$ cat src/rtl/spi_master_arbiter.sv
// Purpose: round-robin arbiter that gives NUM_REQ requesters turns on one SPI master (modes 0-3).
// Latency: DONE comes CLK_DIV*(2*DATA_WIDTH+2) cycles after SETUP entry; the next SETUP can start two cycles after DONE.
// Backpressure: req is a level. A requester waits until it is granted, and the current frame always runs to completion.
// Ports: clk/rst_n; req, req_data (one DATA_WIDTH slice per requester), cpol/cpha -> gnt, done, rx_data, busy;
//        SPI side: sclk, cs_n (one per requester), mosi, miso.
module spi_master_arbiter #(
    parameter int DATA_WIDTH = 8,
    parameter int NUM_REQ    = 4,
    parameter int CLK_DIV    = 4,
    parameter int MSB_FIRST  = 1
) (
    input  logic                            clk,
    input  logic                            rst_n,
    input  logic [NUM_REQ-1:0]              req,
    input  logic [NUM_REQ*DATA_WIDTH-1:0]   req_data,
    input  logic                            cpol,
    input  logic                            cpha,
    output logic [NUM_REQ-1:0]              gnt,
    output logic [NUM_REQ-1:0]              done,
    output logic [DATA_WIDTH-1:0]           rx_data,
    output logic                            busy,
    output logic                            sclk,
    output logic [NUM_REQ-1:0]              cs_n,
    output logic                            mosi,
    input  logic                            miso
);

    localparam int LW = (NUM_REQ > 1) ? $clog2(NUM_REQ) : 1;
    localparam int CW = (CLK_DIV > 1) ? $clog2(CLK_DIV) : 1;
    localparam int HW = $clog2(2 * DATA_WIDTH + 1);
    localparam logic [CW-1:0] CNT_MAX = CW'(CLK_DIV - 1);
    localparam logic [HW-1:0] HP_LAST = HW'(2 * DATA_WIDTH);

    typedef enum logic [2:0] {S_IDLE, S_SETUP, S_XFER, S_HOLD, S_DONE} state_t;

    state_t                  state_q, state_d;
    logic [CW-1:0]           cnt_q, cnt_d;
    logic [HW-1:0]           hp_q, hp_d;
    logic [LW-1:0]           last_q, last_d;
    logic [LW-1:0]           own_q, own_d;
    logic [NUM_REQ-1:0]      gnt_q, gnt_d;
    logic [NUM_REQ-1:0]      cs_n_q, cs_n_d;
    logic [NUM_REQ-1:0]      done_q, done_d;
    logic                    busy_q, busy_d;
    logic                    sclk_q, sclk_d;
    logic                    mosi_q, mosi_d;
    logic                    cpol_q, cpol_d;
    logic                    cpha_q, cpha_d;
    logic [DATA_WIDTH-1:0]   rx_data_q, rx_data_d;
    logic [DATA_WIDTH-1:0]   tx_q, tx_d;
    logic [DATA_WIDTH-1:0]   rx_q, rx_d;

    logic                    win_found;
    logic [LW-1:0]           win_idx;
    logic [DATA_WIDTH-1:0]   word;
    logic [DATA_WIDTH-1:0]   ord;
    logic                    tgl;
    logic                    lead;
    logic [HW-1:0]           hp_n;

    function automatic logic [DATA_WIDTH-1:0] rev(input logic [DATA_WIDTH-1:0] v);
        logic [DATA_WIDTH-1:0] r;
        for (int i = 0; i < DATA_WIDTH; i++) r[i] = v[DATA_WIDTH-1-i];
        return r;
    endfunction

    // Registers
    always_ff @(posedge clk or negedge rst_n) begin
        if (!rst_n) begin
            state_q   <= S_IDLE;
            cnt_q     <= '0;
            hp_q      <= '0;
            last_q    <= LW'(NUM_REQ - 1);
            own_q     <= '0;
            gnt_q     <= '0;
            cs_n_q    <= '1;
            done_q    <= '0;
            busy_q    <= 1'b0;
            sclk_q    <= 1'b0;
            mosi_q    <= 1'b0;
            cpol_q    <= 1'b0;
            cpha_q    <= 1'b0;
            rx_data_q <= '0;
            tx_q      <= '0;
            rx_q      <= '0;
        end else begin
            state_q   <= state_d;
            cnt_q     <= cnt_d;
            hp_q      <= hp_d;
            last_q    <= last_d;
            own_q     <= own_d;
            gnt_q     <= gnt_d;
            cs_n_q    <= cs_n_d;
            done_q    <= done_d;
            busy_q    <= busy_d;
            sclk_q    <= sclk_d;
            mosi_q    <= mosi_d;
            cpol_q    <= cpol_d;
            cpha_q    <= cpha_d;
            rx_data_q <= rx_data_d;
            tx_q      <= tx_d;
            rx_q      <= rx_d;
        end
    end

    // Next state and registered outputs
    always_comb begin
        int idx;
        state_d   = state_q;
        cnt_d     = cnt_q;
        hp_d      = hp_q;
        last_d    = last_q;
        own_d     = own_q;
        gnt_d     = gnt_q;
        cs_n_d    = cs_n_q;
        done_d    = '0;
        busy_d    = busy_q;
        sclk_d    = sclk_q;
        mosi_d    = mosi_q;
        cpol_d    = cpol_q;
        cpha_d    = cpha_q;
        rx_data_d = rx_data_q;
        tx_d      = tx_q;
        rx_d      = rx_q;
        win_found = 1'b0;
        win_idx   = '0;
        word      = '0;
        ord       = '0;
        tgl       = 1'b0;
        lead      = 1'b0;
        hp_n      = hp_q + HW'(1);
        idx       = 0;

        // Round-robin search that starts just after the last owner
        for (int k = 1; k <= NUM_REQ; k++) begin
            idx = int'(last_q) + k;
            if (idx >= NUM_REQ) idx = idx - NUM_REQ;
            if (!win_found && req[idx]) begin
                win_found = 1'b1;
                win_idx   = LW'(idx);
            end
        end

        case (state_q)
            S_IDLE: begin
                sclk_d = cpol;
                mosi_d = 1'b0;
                if (win_found) begin
                    state_d         = S_SETUP;
                    own_d           = win_idx;
                    last_d          = win_idx;
                    gnt_d           = '0;
                    gnt_d[win_idx]  = 1'b1;
                    cs_n_d          = '1;
                    cs_n_d[win_idx] = 1'b0;
                    busy_d          = 1'b1;
                    cpol_d          = cpol;
                    cpha_d          = cpha;
                    cnt_d           = CNT_MAX;
                    hp_d            = '0;
                    rx_d            = '0;
                    word            = req_data[int'(win_idx)*DATA_WIDTH +: DATA_WIDTH];
                    // Shift internally MSB-first; for LSB-first the word is reversed once here
                    ord             = (MSB_FIRST != 0) ? word : rev(word);
                    if (!cpha) begin
                        // cpha=0: the first bit has to be on mosi before the first leading edge
                        mosi_d = ord[DATA_WIDTH-1];
                        tx_d   = {ord[DATA_WIDTH-2:0], 1'b0};
                    end else begin
                        tx_d   = ord;
                    end
                end
            end
            S_SETUP: begin
                if (cnt_q == '0) begin
                    state_d = S_XFER;
                    cnt_d   = CNT_MAX;
                    tgl     = 1'b1;
                end else begin
                    cnt_d = cnt_q - CW'(1);
                end
            end
            S_XFER: begin
                if (cnt_q == '0) begin
                    cnt_d = CNT_MAX;
                    if (hp_q == HP_LAST) state_d = S_HOLD;
                    else                 tgl     = 1'b1;
                end else begin
                    cnt_d = cnt_q - CW'(1);
                end
            end
            S_HOLD: begin
                if (cnt_q == '0) begin
                    state_d       = S_DONE;
                    cs_n_d        = '1;
                    gnt_d         = '0;
                    busy_d        = 1'b0;
                    done_d[own_q] = 1'b1;
                    rx_data_d     = (MSB_FIRST != 0) ? rx_q : rev(rx_q);
                    mosi_d        = 1'b0;
                    sclk_d        = cpol_q;
                end else begin
                    cnt_d = cnt_q - CW'(1);
                end
            end
            S_DONE: begin
                state_d = S_IDLE;
            end
            default: begin
                state_d = S_IDLE;
            end
        endcase

        // Edge actions happen on the same clk edge that registers the sclk toggle,
        // so miso is captured from the cycle just before sclk visibly moves.
        if (tgl) begin
            sclk_d = ~sclk_q;
            hp_d   = hp_n;
            lead   = hp_n[0];
            if (lead ^ cpha_q) begin
                rx_d = {rx_q[DATA_WIDTH-2:0], miso};
            end
            if (cpha_q ? lead : (!lead && hp_n != HP_LAST)) begin
                mosi_d = tx_q[DATA_WIDTH-1];
                tx_d   = {tx_q[DATA_WIDTH-2:0], 1'b0};
            end
        end
    end

    assign gnt     = gnt_q;
    assign done    = done_q;
    assign rx_data = rx_data_q;
    assign busy    = busy_q;
    assign sclk    = sclk_q;
    assign cs_n    = cs_n_q;
    assign mosi    = mosi_q;

endmodule
$ cat config.mk
export PLATFORM = sky130hd
export DESIGN_NAME = spi_master_arbiter
export DESIGN_NICKNAME = d
export VERILOG_FILES = /design/src/rtl/spi_master_arbiter.sv
export SDC_FILE = /design/constraint.sdc
export NUM_CORES = 1
export LEC_CHECK = 0
export ABC_AREA = 1
export ABC_CLOCK_PERIOD_IN_PS = 2100
export BUFFER_PORTS_ARGS = -buffer_cell sky130_fd_sc_hd__buf_2
export CAP_MARGIN = 20
export CELL_PAD_IN_SITES_DETAIL_PLACEMENT = 1
export CELL_PAD_IN_SITES_GLOBAL_PLACEMENT = 2
export CORE_MARGIN = 3
export CORE_UTILIZATION = 28
export CTS_BUF_LIST = sky130_fd_sc_hd__clkbuf_16
export DETAILED_ROUTE_END_ITERATION = 8
export GPL_TIMING_DRIVEN = 0
export PLACE_DENSITY = 0.73
export SLEW_MARGIN = 20
export SYNTH_ARGS = -nofsm -noshare
export SYNTH_HDL_FRONTEND = slang
export SYNTH_SLANG_ARGS = --single-unit
$ cat constraint.sdc
create_clock -name clk -period 2.1 [get_ports clk]
set_clock_uncertainty 0.2 [all_clocks]
set_input_delay 0.42 -clock clk [delete_from_list [all_inputs] [get_ports clk]]
set_output_delay 0.42 -clock clk [all_outputs]
set_load 0.02 [all_outputs]
==> impl_metrics.tcl <==
set metrics [dict create \
    synth_warnings 0 \
    crit_arrival_ps 2360 \
    grt_pass1_vias 3121 \
    status "finished with violations" \
    root_buffer "clkbuf_16" \
    vias 2996 \
    cp-start-kind "flop" \
    die_h_um 111.3 \
    layout.nets 550 \
    cellLeakagePower_nw 2.349 \
    clk_pin_slew_worst_paths_ps 70 \
    clockBufferDepth 2 \
    cts_tree "built" \
    cts_buffers 5 \
    peakVddDrop_mv 0.3913 \
    insertion_delay_ps 290 \
    io_pins 64 \
    dp_hpwl_mm 6.730 \
    fin_tns_setup_ps -3975 \
    io_buffers 63 \
    ys.flop_type "dfrtp_1" \
    fin_crit_sh 1.130 \
    drtIter0Drc 93 \
    p_total_mw 2.264 \
    relSlewSlack 0.5243 \
    place.gp.congestion 0.7700 \
    instances_no_fill 643 \
    fill_cells 1338 \
    violations "hold timing, setup timing" \
    grt_max_degree 56 \
    core.rowCount 37 \
    first_pass_iters 4 \
    cts_num_sinks 55 \
    track_usage 0.1508 \
    layout_commonest_cell "nand2_1" \
    start_util 0.2943 \
    post-route-min-period_ps 2373 \
    rsz0062_at_grt "true" \
    via_per_inst 4.659 \
    drcViolationCount 0 \
    max_freq_ghz 0.4213 \
    wirelength_mm 9.392 \
    insertedDiodeCount 0 \
    final-setup-viol-count 30 \
    synthArstFlopShare 1.000 \
    power.density_mw_per_mm2 535.5 \
    cp-end-kind "flop" \
    fin_ws_ps -273.4 \
    fin_hold_ws_ps -23.77 \
    antenna_found_initial 0 \
    layout_common_cells "nand2_1, buf_2, dfrtp_1" \
    design.die.area_mm2 0.01240 \
    drtAntennaViolNets 0 \
    cp_max_fo 8 \
    synth.distinct_cells 35 \
    hold_violations 25 \
    ys_ff_latch 55 \
    drv_cap 0 \
    syn_avg_cell_area_um2 7.450 \
    syn_area_mm2 0.003107 \
    core_region_area_mm2 0.01056 \
    critical_path_required_ps 2080 \
    wire_per_inst_um 14.61 \
    worstMarginPinSlew_ps 713.5 \
    path_class "reg -> reg" \
    fp.dieW_um 111.3 \
    htreeDepth 2 \
    netlist_instances 417 \
    ys_seq_area_frac 0.4454 \
    drive_gt1_frac 0.3570 \
    slew_violations 0 \
    synth-edff-count 0 \
    timing.hold.worst.class "in -> async" \
    area_growth_syn_to_layout_pct 36.09 \
    synth_nets 461 \
    dp.cells 616 \
    grt_pass1_wl_mm 15.58 \
    grt_overflow 0 \
]
[worst max-delay path: stages (launching register included)]
cell,delay [ps]
dfstp_2,540
buf_8,140
inv_8,60
nand2_4,60
nand2_4,60
nand2_4,80
nand2_4,80
nor2_8,140
nand3_4,120
nand3_4,120
buf_12,130
buf_8,120
nand2_1,50
nand2_1,70
nand2_2,60
nand3_1,60
nand3_1,70
nand2_1,60
inv_1,40
[flip-flops by register name, indices dropped and copies added (netlist names)]
| register | flops |
|---|---|
| state_q | 3 |
| cpol_q | 1 |
| mosi | 1 |
| busy | 1 |
| gnt | 4 |
| hp_q | 5 |
| cs_n | 4 |
| rx_data | 8 |
| tx_q | 8 |
| sclk | 1 |
| rx_q | 8 |
| own_q | 2 |
| done | 4 |
| last_q | 2 |
| cnt_q | 2 |
| cpha_q | 1 |
[what timing repair did]
action,in CTS,in global routing
endpoints found under the setup margin,37,46
pin swaps,8,22
gates cloned,2,0
buffers inserted,9,8
hold buffers,0,0
endpoints found under the hold margin,0,0
gates resized for setup,60,42
[path summary, 6_finish.rpt]
path	from	end	slack [ps]	cells past startpoint
hold / removal	rst_n	rx_data[4]$_DFFE_PN0P_	-20	1
max in group asynchronous	rst_n	hp_q[0]$_DFFE_PN0P_	1210	1
setup / recovery	last_q[0]$_DFFE_PN1P_	tx_q[7]$_DFF_PN0_	-270	18
setup reg to reg	last_q[0]$_DFFE_PN1P_	tx_q[7]$_DFF_PN0_	-270	18
min in group clk	miso	rx_q[0]$_DFF_PN0_	170	3
hold reg to reg	cs_n[0]$_DFFE_PN1P_	cs_n[0]$_DFFE_PN1P_	270	2
[power breakdown]
| part | switching [mW] | internal [mW] |
|---|---|---|
| Combinational | 0.154 | 0.109 |
| Sequential | 0.00340 | 1.06 |
| Clock | 0.374 | 0.559 |
| Total | 0.531 | 1.73 |
[per-stage QoR]
stage | setup slack, ps | util | instance area (um2) | hold slack (ps)
after floorplan | 4.339 | - | 3109 | -75.59
after global placement | -505.8 | 0.3406 | 3595 | 254.8
after detailed placement | -479.5 | 0.3408 | 3597 | 261.9
after CTS | -231.8 | 0.3826 | 4039 | 9.537
after global routing | -417.6 | 0.4005 | 4228 | 38.58
final | -273.4 | 0.4005 | 4228 | -23.77
[metal layers]
metal | vias to the layer above | routed length, um | GRT usage
li1 | 1496 | - | -
met1 | 1447 | 4465 | 0.2039
met2 | 51 | 4609 | 0.2622
met3 | 2 | 286 | 0.02065
met4 | 0 | 30 | 0.02433
met5 | - | 0 | 0
[cells in the mapped netlist, types with 3 or more instances]
library cell / count / area share
nand3_1: 45 / 0.072
nor3_1: 4 / 0.0064
clkbuf_1: 3 / 0.0036
nand3b_1: 4 / 0.0097
nand2_2: 6 / 0.012
nand2_1: 147 / 0.18
inv_2: 5 / 0.0060
o21ai_0: 28 / 0.045
o21a_1: 4 / 0.0097
buf_2: 4 / 0.0064
ha_1: 3 / 0.012
a21oi_1: 13 / 0.021
or2_1: 5 / 0.010
buf_6: 4 / 0.014
nor2_1: 14 / 0.017
dfstp_2: 6 / 0.051
dfrtp_1: 49 / 0.39
inv_1: 47 / 0.057
nand4_1: 3 / 0.0060
[cells by family after synthesis]
kind of cell,Yosys count,share of synthesized area
AOI/OAI and AO/OA,50,0.08779
adders and majority gates,3,0.01208
buffers and inverters,65,0.09263
xor gates and xnor gates,4,0.01128
and+or+nand+nor,240,0.3508
DFF,55,0.4454
[area by class of cell]
cell class | instances | area (um2) | area share
timing repair buffer | 82 | 483.0 | 0.1142
multi-input combinational | 297 | 1680 | 0.3975
inverter | 53 | 211.5 | 0.05001
clock inverter | 3 | 41.29 | 0.009766
sequential | 55 | 1385 | 0.3276
buffer | 12 | 131.4 | 0.03107
clock buffer | 5 | 125.1 | 0.02959
tap | 136 | 170.2 | 0.04025
Power figures use the tool's default switching activity.
